File: src/rtl/mem_initiator.sv
// mem_initiator: valid/ready command front-end that sequences a synchronous 8x32 memory.
// Build option MEM_INITIATOR_VERIFY_EN adds a read-back check after every write beat.
module mem_initiator #(
  parameter int ADDR_W = 5,
  parameter int DATA_W = 8
) (
  input  logic              clk,
  input  logic              reset,
  input  logic              req_valid,
  output logic              req_ready,
  input  logic [1:0]        req_op,
  input  logic [ADDR_W-1:0] req_addr,
  input  logic [DATA_W-1:0] req_wdata,
  input  logic [ADDR_W-1:0] req_len,
  output logic              rsp_valid,
  input  logic              rsp_ready,
  output logic [DATA_W-1:0] rsp_rdata,
  output logic              rsp_err,
  output logic              mem_read,
  output logic              mem_write,
  output logic [ADDR_W-1:0] mem_addr,
  output logic [DATA_W-1:0] mem_wdata,
  input  logic [DATA_W-1:0] mem_rdata
);

  localparam logic [1:0] OP_READ  = 2'b00;
  localparam logic [1:0] OP_WRITE = 2'b01;
  localparam logic [1:0] OP_FILL  = 2'b10;
  localparam int         CNT_W    = ADDR_W + 1;
  localparam logic [CNT_W-1:0] CNT_ONE  = CNT_W'(1);
  localparam logic [CNT_W-1:0] CNT_FULL = {1'b1, {ADDR_W{1'b0}}};

  // The VFY states are only reachable when the read-back option is built in.
  typedef enum logic [2:0] {
    S_IDLE, S_RD_ISSUE, S_RD_CAPTURE, S_WR_ISSUE, S_FILL, S_RESP, S_VFY_RD, S_VFY_CAP
  } state_t;

  state_t            r_state, w_state;
  logic              r_req_ready, w_req_ready;
  logic              r_rsp_valid, w_rsp_valid;
  logic [DATA_W-1:0] r_rsp_rdata, w_rsp_rdata;
  logic              r_rsp_err, w_rsp_err;
  logic              r_mem_read, w_mem_read;
  logic              r_mem_write, w_mem_write;
  logic [ADDR_W-1:0] r_mem_addr, w_mem_addr;
  logic [DATA_W-1:0] r_mem_wdata, w_mem_wdata;
  logic [CNT_W-1:0]  r_cnt, w_cnt;
  logic [ADDR_W-1:0] w_addr_inc;
  logic [CNT_W-1:0]  w_len_beats;
  logic              w_accept;
`ifdef MEM_INITIATOR_VERIFY_EN
  logic              r_is_fill, w_is_fill;
`endif

  assign w_addr_inc  = r_mem_addr + ADDR_W'(1);
  assign w_len_beats = (req_len == '0) ? CNT_FULL : {1'b0, req_len};
  assign w_accept    = req_valid && r_req_ready;

  always_comb begin
    w_state     = r_state;
    w_req_ready = r_req_ready;
    w_rsp_valid = r_rsp_valid;
    w_rsp_rdata = r_rsp_rdata;
    w_rsp_err   = r_rsp_err;
    w_mem_read  = 1'b0;
    w_mem_write = 1'b0;
    w_mem_addr  = r_mem_addr;
    w_mem_wdata = r_mem_wdata;
    w_cnt       = r_cnt;
`ifdef MEM_INITIATOR_VERIFY_EN
    w_is_fill   = r_is_fill;
`endif
    case (r_state)
      S_IDLE: begin
        w_req_ready = 1'b1;
        if (w_accept) begin
          w_req_ready = 1'b0;
          w_rsp_rdata = '0;
          w_rsp_err   = 1'b0;
          case (req_op)
            OP_READ: begin
              w_mem_read = 1'b1;
              w_mem_addr = req_addr;
              w_state    = S_RD_ISSUE;
            end
            OP_WRITE: begin
              w_mem_write = 1'b1;
              w_mem_addr  = req_addr;
              w_mem_wdata = req_wdata;
              w_cnt       = CNT_ONE;
              w_state     = S_WR_ISSUE;
`ifdef MEM_INITIATOR_VERIFY_EN
              w_is_fill   = 1'b0;
`endif
            end
            OP_FILL: begin
              w_mem_write = 1'b1;
              w_mem_addr  = req_addr;
              w_mem_wdata = req_wdata;
              w_cnt       = w_len_beats;
              w_state     = S_FILL;
`ifdef MEM_INITIATOR_VERIFY_EN
              w_is_fill   = 1'b1;
`endif
            end
            default: begin
              // rsp_valid rises on the following edge from the RESP branch.
              w_rsp_err = 1'b1;
              w_state   = S_RESP;
            end
          endcase
        end
      end
      S_RD_ISSUE: w_state = S_RD_CAPTURE;
      S_RD_CAPTURE: begin
        w_rsp_rdata = mem_rdata;
        w_rsp_valid = 1'b1;
        w_state     = S_RESP;
      end
`ifdef MEM_INITIATOR_VERIFY_EN
      S_WR_ISSUE, S_FILL: begin
        w_mem_read = 1'b1;
        w_state    = S_VFY_RD;
      end
      S_VFY_RD: w_state = S_VFY_CAP;
      S_VFY_CAP: begin
        w_rsp_rdata = mem_rdata;
        if (mem_rdata != r_mem_wdata) w_rsp_err = 1'b1;
        if (r_is_fill && r_cnt != CNT_ONE) begin
          w_mem_write = 1'b1;
          w_mem_addr  = w_addr_inc;
          w_cnt       = r_cnt - CNT_ONE;
          w_state     = S_FILL;
        end else begin
          w_rsp_valid = 1'b1;
          w_state     = S_RESP;
        end
      end
`else
      S_WR_ISSUE: begin
        w_rsp_valid = 1'b1;
        w_state     = S_RESP;
      end
      S_FILL: begin
        if (r_cnt == CNT_ONE) begin
          w_rsp_valid = 1'b1;
          w_state     = S_RESP;
        end else begin
          w_mem_write = 1'b1;
          w_mem_addr  = w_addr_inc;
          w_cnt       = r_cnt - CNT_ONE;
        end
      end
`endif
      S_RESP: begin
        w_rsp_valid = 1'b1;
        if (r_rsp_valid && rsp_ready) begin
          w_rsp_valid = 1'b0;
          w_rsp_rdata = '0;
          w_rsp_err   = 1'b0;
          w_req_ready = 1'b1;
          w_state     = S_IDLE;
        end
      end
      default: w_state = S_IDLE;
    endcase
  end

  always_ff @(posedge clk) begin
    if (reset) begin
      r_state     <= S_IDLE;
      r_req_ready <= 1'b0;
      r_rsp_valid <= 1'b0;
      r_rsp_rdata <= '0;
      r_rsp_err   <= 1'b0;
      r_mem_read  <= 1'b0;
      r_mem_write <= 1'b0;
      r_mem_addr  <= '0;
      r_mem_wdata <= '0;
      r_cnt       <= '0;
`ifdef MEM_INITIATOR_VERIFY_EN
      r_is_fill   <= 1'b0;
`endif
    end else begin
      r_state     <= w_state;
      r_req_ready <= w_req_ready;
      r_rsp_valid <= w_rsp_valid;
      r_rsp_rdata <= w_rsp_rdata;
      r_rsp_err   <= w_rsp_err;
      r_mem_read  <= w_mem_read;
      r_mem_write <= w_mem_write;
      r_mem_addr  <= w_mem_addr;
      r_mem_wdata <= w_mem_wdata;
      r_cnt       <= w_cnt;
`ifdef MEM_INITIATOR_VERIFY_EN
      r_is_fill   <= w_is_fill;
`endif
    end
  end

  assign req_ready = r_req_ready;
  assign rsp_valid = r_rsp_valid;
  assign rsp_rdata = r_rsp_rdata;
  assign rsp_err   = r_rsp_err;
  assign mem_read  = r_mem_read;
  assign mem_write = r_mem_write;
  assign mem_addr  = r_mem_addr;
  assign mem_wdata = r_mem_wdata;

endmodule

File: config.mk
export PLATFORM = sky130hd
export DESIGN_NAME = mem_initiator
export DESIGN_NICKNAME = d
export VERILOG_FILES = /design/src/rtl/mem_initiator.sv
export SDC_FILE = /design/constraint.sdc
export NUM_CORES = 1
export LEC_CHECK = 0
export CAP_MARGIN = 10
export CORE_UTILIZATION = 42
export CTS_BUF_LIST = sky130_fd_sc_hd__clkbuf_8
export DETAILED_ROUTE_END_ITERATION = 8
export GPL_TIMING_DRIVEN = 0
export MAX_ROUTING_LAYER = met4
export PLACE_DENSITY = 0.75
export SYNTH_ARGS = -nofsm -noshare
export SYNTH_HDL_FRONTEND = slang
export SYNTH_SLANG_ARGS = --single-unit
File: constraint.sdc
create_clock -name clk -period 2 [get_ports clk]
set_input_delay 0.5 -clock clk [delete_from_list [all_inputs] [get_ports clk]]
set_output_delay 0.5 -clock clk [all_outputs]
set_load 0.005 [all_outputs]
==> summary.txt, run 1 <==
Yosys
  • Post-synthesis sequential area ratio: 40.52%
  • Most frequent cell after synthesis: dfxtp_1
  • Cell variety after synth: 38
  • Syn Inst Count: between 200 and 250
  • Syn Area/Cell: 7.968 sq um
  • Post-Syn Area: 0.001729 sq mm
  • Share of async-settable or async-resettable flops after synthesis: 0%
  • Yosys reg bits: 35
  • Leading area contributor after synthesis: dfxtp_1
  • Most frequent cells after synthesis: dfxtp_1 (35), a21oi_1 (29), nand2_1 (24), nor2_1 (19), nand3_1 (15)
  • Number of synthesized flops with an enable pin: 0
  • Ys flop type: dfxtp_1
  • Synthesis warning total: 0
  • Mapped Nets: 257
  • Post-synth top area share: 40.52%
  • Leading post-synthesis cells by cell area: dfxtp_1 (41%), a21oi_1 (8.4%), ha_1 (5.8%)

Critical path
  • RR Endpoint: r_cnt[1]$_SDFFE_PP0P_
  • Delay-heaviest family, CP: buffers and inverters
  • Critical Path Sink: r_cnt[1]$_SDFFE_PP0P_
  • Critical Path RT: 2150 ps
  • Worst Path Arrival: 2070 ps
  • Worst path bufs/invs: 3
  • CP max FO: 9
  • Register-to-Register Path Depth: 7
  • Critical path depth in cells: 8
  • Slowest stage delay, CP: 450 ps
  • CP Cell Sequence: clkdlybuf4s50_1 > inv_1 > ha_1 > nor3_2 > a21o_1 > buf_6 > a311oi_1 > a211oi_1
  • Crit path launch: req_op[0]
  • R2R Path Start: r_state[0]$_SDFFE_PP0P_
  • Worst setup SP type: input port
  • Worst R2R Setup Slack: approximately 80 ps
  • Slowest cell on crit path: clkdlybuf4s50_1
  • Crit path kind: in2reg
  • Critical Path End Type: register

Power
  • VDD IR max: 514.4 uV
  • Leak: 0.8981 nW
  • Power density over cell area: 1057 mW/mm^2

Layout
  • Finished Core Util: 65.18%
  • # diodes: 0
  • Layout Nets: 320
  • Layout cell share with drive strength beyond 1: 6.786%
  • Post-route insts no fill: 328
  • Area growth syn-to-layout: 43.20%
  • Fillers: 354

Detailed routing
  • Via count: 1779
  • Drt pass-1 iters: 4
  • Antenna Nets Post-Route: 0
  • Starting DRT DRC Count: between 80 and 90
  • Vias per inst: 5.424
  • Routed wire length: roughly 4.5 mm
  • WL/cell: 13.61 um
  • Post-route DRC: 0

Floorplan
  • Die height: 66.17 um
  • Initial Util: between 40% and 50%
  • DIE AREA: 0.004378 sq mm
  • Die Wd: 66.17 um
  • # rows: 22
  • # IOs: between 50 and 60
  • CORE AREA: 0.003799 sq mm

Global routing
  • Largest net degree at the start of global routing: 11
  • Vias in the first global route: 1577
  • Initial antenna violation count: 0
  • Global-route usage over all layers: between 20% and 30%
  • Global-route wire length before repair: 7.265 mm
  • GRT overflow: 0

Clock network
  • Worst skew pair latency: roughly 280 ps
  • Clock transition at path regs: approximately 70 ps
  • Htree depth: 2
  • Hold-fix buffers, CTS: 0
  • CTS tree: built
  • Clock Path Buffers: 2
  • CTS Buf Count: 5
  • Root Driver: clkbuf_8
  • CTS Sinks: 35

Timing
  • Final period utilization: 96.35%
  • Setup violations, final: 0
  • Slew @ Worst Pin: 514.0 ps
  • Max Clk Rate: roughly 520 MHz
  • Final Max Slew Viols: 0
  • Max-slew headroom: between 60 and 70%
  • Clock skew: 1.817 ps
  • Minimum clock period: 1927 ps
  • RSZ-0062 raised after global routing: yes
  • Hold Fails Final Rpt: 0

Hold path
  • Min-delay src: mem_wdata[3]$_SDFFE_PP0P_
  • Hold path depth: 2
  • Worst hold path type: reg2reg

Placed design
  • Post-Place Cells: about 320
  • GP Congestion: 0.8886
  • DP Wirelength: approximately 3.3 mm
  • Port Buffers: 56

Run
  • Max_cap viols: 0

Outcome
  • Status: completed
## worst register-to-register path, cell delays in order, from the launching register on
cell and delay (ps):
dfxtp_2 350, or3b_1 360, buf_2 190, a31o_1 250, a21o_1 180, buf_6 130, a311oi_1 240, a211oi_1 80
## timing repair
action | in CTS | in global routing
setup endpoints to repair | 11 | 26
setup buffers | 0 | 1
pin swaps | 0 | 1
resized for setup | 3 | 6
## layout make-up
class	count	area, sq um	area share [%]
tap	48	60.06	2.425
timing repair buffer	57	568.0	22.94
buffer	11	51.30	2.072
inverter	7	26.28	1.061
clock inverter	1	5.005	0.2021
sequential	35	701.9	28.35
clock buffer	6	82.58	3.335
multi-input combinational	163	980.9	39.62
## metal layers
layer / GRT usage [%] / share of wire [%]
met5: - / 0
met4: 7.181 / 1.2
met3: 5.000 / 6.8
met2: 33.80 / 43
met1: 29.85 / 49
## logic make-up (layout without fill, tap and decap cells)
logic type | count (synthesis) | count (layout) | synth area share, %
AO/OA/AOI/OAI | 67 | 67 | 23.73
buffers and inverters | 19 | 82 | 4.631
AND/OR/NAND/NOR | 87 | 87 | 24.82
adder cells (fa/ha/maj) | 8 | 8 | 5.789
flip-flops | 35 | 35 | 40.52
XOR/XNOR | 1 | 1 | 0.5066
## worst min-delay path by stage
stage	endpoint	slack, ps
after global placement	mem_wdata[4]$_SDFFE_PP0P_	440
after global routing	mem_wdata[3]$_SDFFE_PP0P_	480
final	mem_wdata[3]$_SDFFE_PP0P_	450
after detailed placement	mem_wdata[6]$_SDFFE_PP0P_	450
after floorplan	rsp_err$_SDFFE_PP0P_	450
after CTS	mem_wdata[7]$_SDFFE_PP0P_	460
## where the power goes
| part | switching (mW) | leakage [nW] | internal (mW) |
|---|---|---|---|
| clock network | 0.237 | 0.0470 | 0.270 |
| registers | 0.115 | 0.285 | 0.831 |
| logic | 0.635 | 0.566 | 0.530 |
| total | 0.987 | 0.898 | 1.63 |
## sequential cells by signal (all words and copies together) (netlist names)
| register | count |
|---|---|
| req_ready | 1 |
| rsp_valid | 1 |
| mem_read | 1 |
| r_state | 3 |
| rsp_rdata | 8 |
| r_cnt | 6 |
| mem_wdata | 8 |
| rsp_err | 1 |
| mem_write | 1 |
| mem_addr | 5 |
## layout by cell type, fill, tap and decap left out, drive strengths merged
| master | instances |
|---|---|
| nor2b | 1 |
| and3 | 1 |
| nand2 | 24 |
| dfxtp | 35 |
| o211a | 1 |
| inv | 7 |
| a311oi | 3 |
| and2 | 1 |
| clkinv | 1 |
| a22oi | 8 |
| buf | 3 |
| or3 | 1 |
| nand4b | 1 |
| a211oi | 4 |
| a31o | 1 |
| o21ai | 10 |
| xnor2 | 1 |
| nand2b | 5 |
| clkdlybuf4s50 | 56 |
| a31oi | 4 |
| or3b | 1 |
| nand4 | 3 |
| nor4 | 2 |
| a21oi | 29 |
| nor2 | 19 |
| or4 | 1 |
| nand3 | 15 |
| o211ai | 1 |
| a21o | 3 |
| o21ba | 1 |
| ha | 8 |
| nand3b | 1 |
| clkbuf | 15 |
| o21a | 2 |
| nor3b | 3 |
| nor3 | 7 |
| and4 | 1 |
## metrics by stage
| step | setup TNS [ps] | instance area [sq um] | power, mW | worst slack [ps] | hold WS [ps] |
|---|---|---|---|---|---|
| finish | 0 | 2476 | 2.617 | 73.06 | 454.0 |
| floorplan | 0 | 1729 | 1.646 | 230.3 | 448.3 |
| global route | -23.53 | 2476 | 2.810 | -12.08 | 480.3 |
| global placement | -5634 | 2350 | 2.045 | -356.3 | 440.9 |
| detailed placement | -5984 | 2350 | 2.048 | -400.9 | 448.5 |
| CTS | -15.09 | 2442 | 2.575 | -15.09 | 456.3 |
(Power assumes the default switching activity.)
==> run 2, diff against run 1 <==
--- a/config.mk
+++ b/config.mk
@@ -6,6 +6,7 @@
 export NUM_CORES = 1
 export LEC_CHECK = 0
 export CAP_MARGIN = 10
+export CORE_ASPECT_RATIO = 1.4
 export CORE_UTILIZATION = 42
 export CTS_BUF_LIST = sky130_fd_sc_hd__clkbuf_8
 export DETAILED_ROUTE_END_ITERATION = 8
==> run 2 against run 1 <==
  * First-iteration DRC count down 13%
  * Non-clock buffer count rose by 1
  * Routed wire length grew 3.2%
  * Clock skew is 3.5 ps higher
  * Die area hardly changed
  * Critical endpoint is now mem_wdata[1]$_SDFFE_PP0P_
==> summary.txt, run 2 (synthesis results as in run 1) <==
Floorplan
  • Die Wd: 56.23 um (-15%)
  • DIE AREA: 0.004381 sq mm (about the same)
  • Die height: 77.92 um (+18%)
  • CORE AREA: 0.003953 sq mm (+4.1%)
  • # IOs: 58 (unchanged)
  • Initial Util: 43.75% (-1.8 points)
  • # rows: 27 (+23%)

Global routing
  • Initial antenna violation count: 0 (unchanged)
  • Largest net degree at the start of global routing: 11 (unchanged)
  • Global-route usage over all layers: 22.29% (-0.18 points)
  • Vias in the first global route: 1631 (+3.4%)
  • Global-route wire length before repair: 7.410 mm (+2.0%)
  • GRT overflow: 0 (unchanged)

Layout
  • Post-route insts no fill: 324 (-1.2%)
  • Layout Nets: 321 (+0.31%)
  • Area growth syn-to-layout: 44.86%
  • Most frequent cells in the layout: clkdlybuf4s50_1 (56), dfxtp_1 (35), a21oi_1 (29)
  • Fillers: 353 (-0.28%)
  • Commonest non-fill, non-tap cell in the layout: clkdlybuf4s50_1
  • Layout cell share with drive strength beyond 1: 7.473% (+0.69 points)
  • # diodes: 0 (unchanged)
  • Finished Core Util: 63.37% (-1.8 points)

Timing
  • Clock skew: 5.270 ps (+3.453 ps)
  • Final period utilization: 95.97% (-0.38 points)
  • Setup violations, final: 0 (unchanged)
  • Hold Fails Final Rpt: 0 (unchanged)
  • Minimum clock period: 1919 ps (-7.632 ps)
  • RSZ-0062 raised after global routing: no
  • Final Max Slew Viols: 0 (unchanged)
  • Max-slew headroom: 63.55% (-1.9 points)
  • Slew @ Worst Pin: 542.5 ps (+28.54 ps)
  • WHS: 454.4 ps (+0.4180 ps)
  • TNS Setup: 0 ps (unchanged)
  • Max Clk Rate: 521.0 MHz (+0.40%)

Critical path
  • CP max FO: 9 (unchanged)
  • Critical Path RT: 2150 ps (about the same)
  • Crit path launch: req_op[1]
  • Worst Path Arrival: 2070 ps (about the same)
  • Crit path kind: in2reg
  • R2R Path Start: r_state[0]$_SDFFE_PP0P_
  • Worst setup SP type: input port
  • Critical Path End Type: register

Clock network
  • CTS tree: built
  • CTS Sinks: 35 (unchanged)
  • Worst skew pair latency: 290 ps (about the same)
  • Root Driver: clkbuf_8
  • Htree depth: 2 (unchanged)
  • CTS Buf Count: 5 (unchanged)
  • Clock transition at path regs: 70 ps (about the same)
  • Hold-fix buffers, CTS: 0 (unchanged)
  • Clock Path Buffers: 2 (unchanged)

Power
  • Leak: 0.9045 nW (+0.72%)
  • VDD IR max: 723.9 uV (+41%)
  • Power density over cell area: 1060 mW/mm^2 (+0.31%)
  • Overall power: 2.655 mW (+1.5%)

Detailed routing
  • Post-route DRC: 0 (unchanged)
  • Drt pass-1 iters: 4 (unchanged)
  • WL/cell: 14.22 um (+4.5%)
  • Antenna Nets Post-Route: 0 (unchanged)
  • Via count: 1809 (+1.7%)
  • Routed wire length: 4.607 mm (+3.2%)
  • Starting DRT DRC Count: 73 (-13%)
  • Vias per inst: 5.583 (+2.9%)

Placed design
  • Port Buffers: 56 (unchanged)
  • DP Wirelength: 3.296 mm (+0.57%)
  • Post-Place Cells: 316 (-1.6%)
  • GP Congestion: 0.8869 (-0.19%)

Hold path
  • Min-delay src: mem_wdata[2]$_SDFFE_PP0P_
  • Worst hold path type: reg2reg

Run
  • Max_cap viols: 0 (unchanged)

Outcome
  • Status: completed
-- run 2: metrics by stage --
stage / cell area (sq um) / setup WS (ps)
2_1_floorplan: 1729 / 230.3
3_3_place_gp: 2344 / -381.2
3_5_place_dp: 2344 / -395.2
4_1_cts: 2454 / 12.15
5_1_grt: 2505 / 6.750
6_report: 2505 / 80.69
-- run 2: path summary, 6_finish.rpt --
check	to	slack, ps	cells past startpoint
worst max register to register	r_cnt[1]$_SDFFE_PP0P_	90	7
worst min-delay path	mem_wdata[2]$_SDFFE_PP0P_	450	2
worst max-delay path	mem_wdata[1]$_SDFFE_PP0P_	80	6
worst min register to register	mem_wdata[2]$_SDFFE_PP0P_	450	2
-- run 2: where the power goes --
| group | switching (mW) | total (mW) | internal, mW |
|---|---|---|---|
| clock network | 0.244 | 0.514 | 0.270 |
| registers | 0.113 | 0.942 | 0.829 |
| logic | 0.648 | 1.20 | 0.551 |
| total | 1.01 | 2.66 | 1.65 |
-- run 2: final cells by class --
type	count	area, sq um	share of cell area (%)
inverters	7	26.28	1.049
repair buffers	58	575.6	22.98
well taps	43	53.80	2.148
plain buffers	11	53.80	2.148
clock inverters	1	5.005	0.1998
clock buffers	6	82.58	3.297
flip-flops and latches	35	700.7	27.97
multi-input cells	163	1007	40.21
-- run 2: routing by layer --
| layer | vias to the layer above | GRT usage [%] | routed length, um |
|---|---|---|---|
| li1 | 908 | - | - |
| met1 | 838 | 26.37 | 1967 |
| met2 | 53 | 36.07 | 2360 |
| met3 | 10 | 4.667 | 188 |
| met4 | 0 | 10.24 | 91 |
| met5 | - | - | 0 |
-- run 2: worst max-delay path: stages --
cell and delay (ps):
clkdlybuf4s50_1 580, inv_1 90, ha_1 490, nand2_2 230, nand2_1 110, a21oi_1 70
-- run 2: timing repair --
action,CTS,global route
gates resized for setup,5,8
setup buffers,0,2
setup endpoints to repair,13,21
pin swaps,0,1
==> run 3, diff against run 2 <==
--- a/config.mk
+++ b/config.mk
@@ -6,7 +6,7 @@
 export NUM_CORES = 1
 export LEC_CHECK = 0
 export CAP_MARGIN = 10
-export CORE_ASPECT_RATIO = 1.4
+export CORE_ASPECT_RATIO = 0.5
 export CORE_UTILIZATION = 42
 export CTS_BUF_LIST = sky130_fd_sc_hd__clkbuf_8
 export DETAILED_ROUTE_END_ITERATION = 8
==> constraint.sdc (replaced) <==
create_clock -name clk -period 2.3 [get_ports clk]
set_input_delay 0.575 -clock clk [delete_from_list [all_inputs] [get_ports clk]]
set_output_delay 0.575 -clock clk [all_outputs]
set_load 0.005 [all_outputs]
==> run 3 against run 2 <==
  * Clock power increased by 14%
  * Flip-flop and latch count unchanged
  * Critical path depth increased by 1
  * Register-to-register slack improved by 200 ps
  * Clock skew rose by 1.4 ps
  * Count of clock-buffer cells in the layout decreased by 1
  * Final cell count up 3.4%
  * Utilization about the same
  * Critical path type unchanged
  * Critical endpoint is now mem_wdata[4]$_SDFFE_PP0P_
  * Largest cell class unchanged
==> summary.txt, run 3 (synthesis results as in run 1) <==
Outcome
  • Status: completed

Detailed routing
  • Vias per inst: 5.394 (-3.4%)
  • Drt pass-1 iters: 4 (unchanged)
  • Starting DRT DRC Count: 90 (+23%)
  • Via count: 1807 (-0.11%)
  • Routed wire length: 4.617 mm (+0.22%)
  • WL/cell: 13.78 um (-3.1%)
  • Antenna Nets Post-Route: 0 (unchanged)
  • Post-route DRC: 0 (unchanged)

Critical path
  • CP max FO: 9 (unchanged)
  • Critical Path RT: 2470 ps (+320 ps)
  • Crit path kind: in2reg
  • Worst Path Arrival: 2300 ps (+230 ps)
  • Slowest cell on crit path: clkdlybuf4s50_1
  • CP Cell Sequence: clkdlybuf4s50_1 > inv_1 > ha_1 > clkbuf_1 > nand2_1 > nand2_1 > a21oi_1
  • Slowest stage delay, CP: 540 ps (-40 ps)
  • Critical Path End Type: register
  • Cell mode on critical path: nand2_1
  • Worst setup SP type: input port

Layout
  • Most frequent cells in the layout: clkdlybuf4s50_1 (56), dfxtp_1 (35), a21oi_1 (29)
  • # diodes: 0 (unchanged)
  • Commonest non-fill, non-tap cell in the layout: clkdlybuf4s50_1
  • Layout cell share with drive strength beyond 1: 4.270% (-3.2 points)
  • Layout Nets: 320 (-0.31%)
  • Post-route insts no fill: 335 (+3.4%)
  • Area growth syn-to-layout: 43.85%

Timing
  • Max-slew headroom: 39.50% (-24 points)
  • TNS Setup: 0 ps (unchanged)
  • Minimum clock period: 2124 ps
  • Max Clk Rate: 470.7 MHz
  • Worst setup margin: 175.6 ps (+94.91 ps)
  • Clock skew: 6.701 ps (+1.431 ps)
  • Setup violations, final: 0 (unchanged)
  • Slew @ Worst Pin: 900.5 ps (+358.0 ps)
  • Final Max Slew Viols: 0 (unchanged)
  • Hold Fails Final Rpt: 0 (unchanged)
  • Final period utilization: slightly above 90%
  • RSZ-0062 raised after global routing: no

Floorplan
  • # rows: 16 (-41%)
  • DIE AREA: 0.004393 sq mm (+0.27%)
  • Die Wd: 92.74 um (+65%)
  • Die height: 47.37 um (-39%)
  • # IOs: 58 (unchanged)
  • Initial Util: 44.07% (+0.32 points)
  • CORE AREA: 0.003924 sq mm (-0.73%)

Global routing
  • Vias in the first global route: 1661 (+1.8%)
  • Initial antenna violation count: 0 (unchanged)
  • Largest net degree at the start of global routing: 14 (+3)
  • Global-route wire length before repair: 7.300 mm (-1.5%)
  • Global-route usage over all layers: 22.96% (+0.67 points)
  • GRT overflow: 0 (unchanged)

Run
  • Max_cap viols: 0 (unchanged)

Placed design
  • DP Wirelength: 3.403 mm (+3.2%)
  • GP Congestion: 0.8735 (-1.5%)
  • Dpl ws: -197.0 ps (+198.2 ps)
  • Post-Place Cells: 327 (+3.5%)
  • Port Buffers: 56 (unchanged)

Clock network
  • Clock transition at path regs: 80 ps (about the same)
  • Clock Path Buffers: 2 (unchanged)
  • Hold-fix buffers, CTS: 0 (unchanged)
  • Root Driver: clkbuf_8
  • Htree depth: 2 (unchanged)
  • CTS Sinks: 35 (unchanged)
  • CTS Buf Count: 5 (unchanged)
  • Worst skew pair latency: 300 ps (about the same)
  • CTS tree: built

Hold path
  • Worst hold path type: reg2reg

Power
  • Power density over cell area: 965.7 mW/mm^2 (-8.9%)
  • VDD IR max: 444.9 uV (-39%)
  • Overall power: 2.402 mW (-9.5%)
  • Leak: 0.8979 nW (-0.74%)
-- run 3: final timing paths --
kind	start	end	slack, ps	depth (start not counted)
worst min-delay path	mem_wdata[7]$_SDFFE_PP0P_	mem_wdata[7]$_SDFFE_PP0P_	460	2
worst min register to register	mem_wdata[7]$_SDFFE_PP0P_	mem_wdata[7]$_SDFFE_PP0P_	460	2
worst max register to register	r_state[1]$_SDFFE_PP0P_	rsp_rdata[6]$_SDFFE_PP0P_	290	5
worst max-delay path	req_op[1]	mem_wdata[4]$_SDFFE_PP0P_	180	7
-- run 3: area by class of cell --
type                       count  area, sq um
tap                           54        67.56
buffer                        12        53.80
timing repair buffer          56        560.5
inverter                       7        26.28
sequential                    35        700.7
clock buffer                   5        68.82
multi-input combinational    163        962.2
clock inverter                 3        47.55
fill                         353         1436
-- run 3: per-layer routing --
| metal | vias to the layer above | wire length, um | GRT usage (%) |
|---|---|---|---|
| met4 | 0 | 90 | 10.15 |
| met5 | - | 0 | - |
| met1 | 847 | 2125 | 27.27 |
| met2 | 47 | 2156 | 38.52 |
| met3 | 11 | 244 | 5.502 |
| li1 | 902 | - | - |
-- run 3: stage by stage --
step / hold slack (ps) / area (sq um) / utilization (%)
2_1_floorplan: 448.3 / 1729 / -
3_3_place_gp: 442.8 / 2357 / 60.08
3_5_place_dp: 445.8 / 2357 / 60.08
4_1_cts: 457.9 / 2474 / 63.04
5_1_grt: 481.2 / 2487 / 63.39
6_report: 457.4 / 2487 / 63.39
-- run 3: report_power, final --
group	internal, mW	switching (mW)	leakage (nW)	total [mW]
clock network	0.329	0.257	0.0587	0.586
registers	0.720	0.0995	0.284	0.819
logic	0.441	0.557	0.555	0.997
total	1.49	0.913	0.898	2.40
-- run 3: critical path: cells and delay by family --
kind | cells | cell delay (ps)
buf+inv | 3 | 940
simple gates | 2 | 440
fa+ha+maj | 1 | 270
compound gates | 1 | 70
-- run 3: timing repair --
action | in CTS | in global routing
buffers inserted | 0 | 0
setup endpoints to repair | 0 | 3
resized for setup | 0 | 2
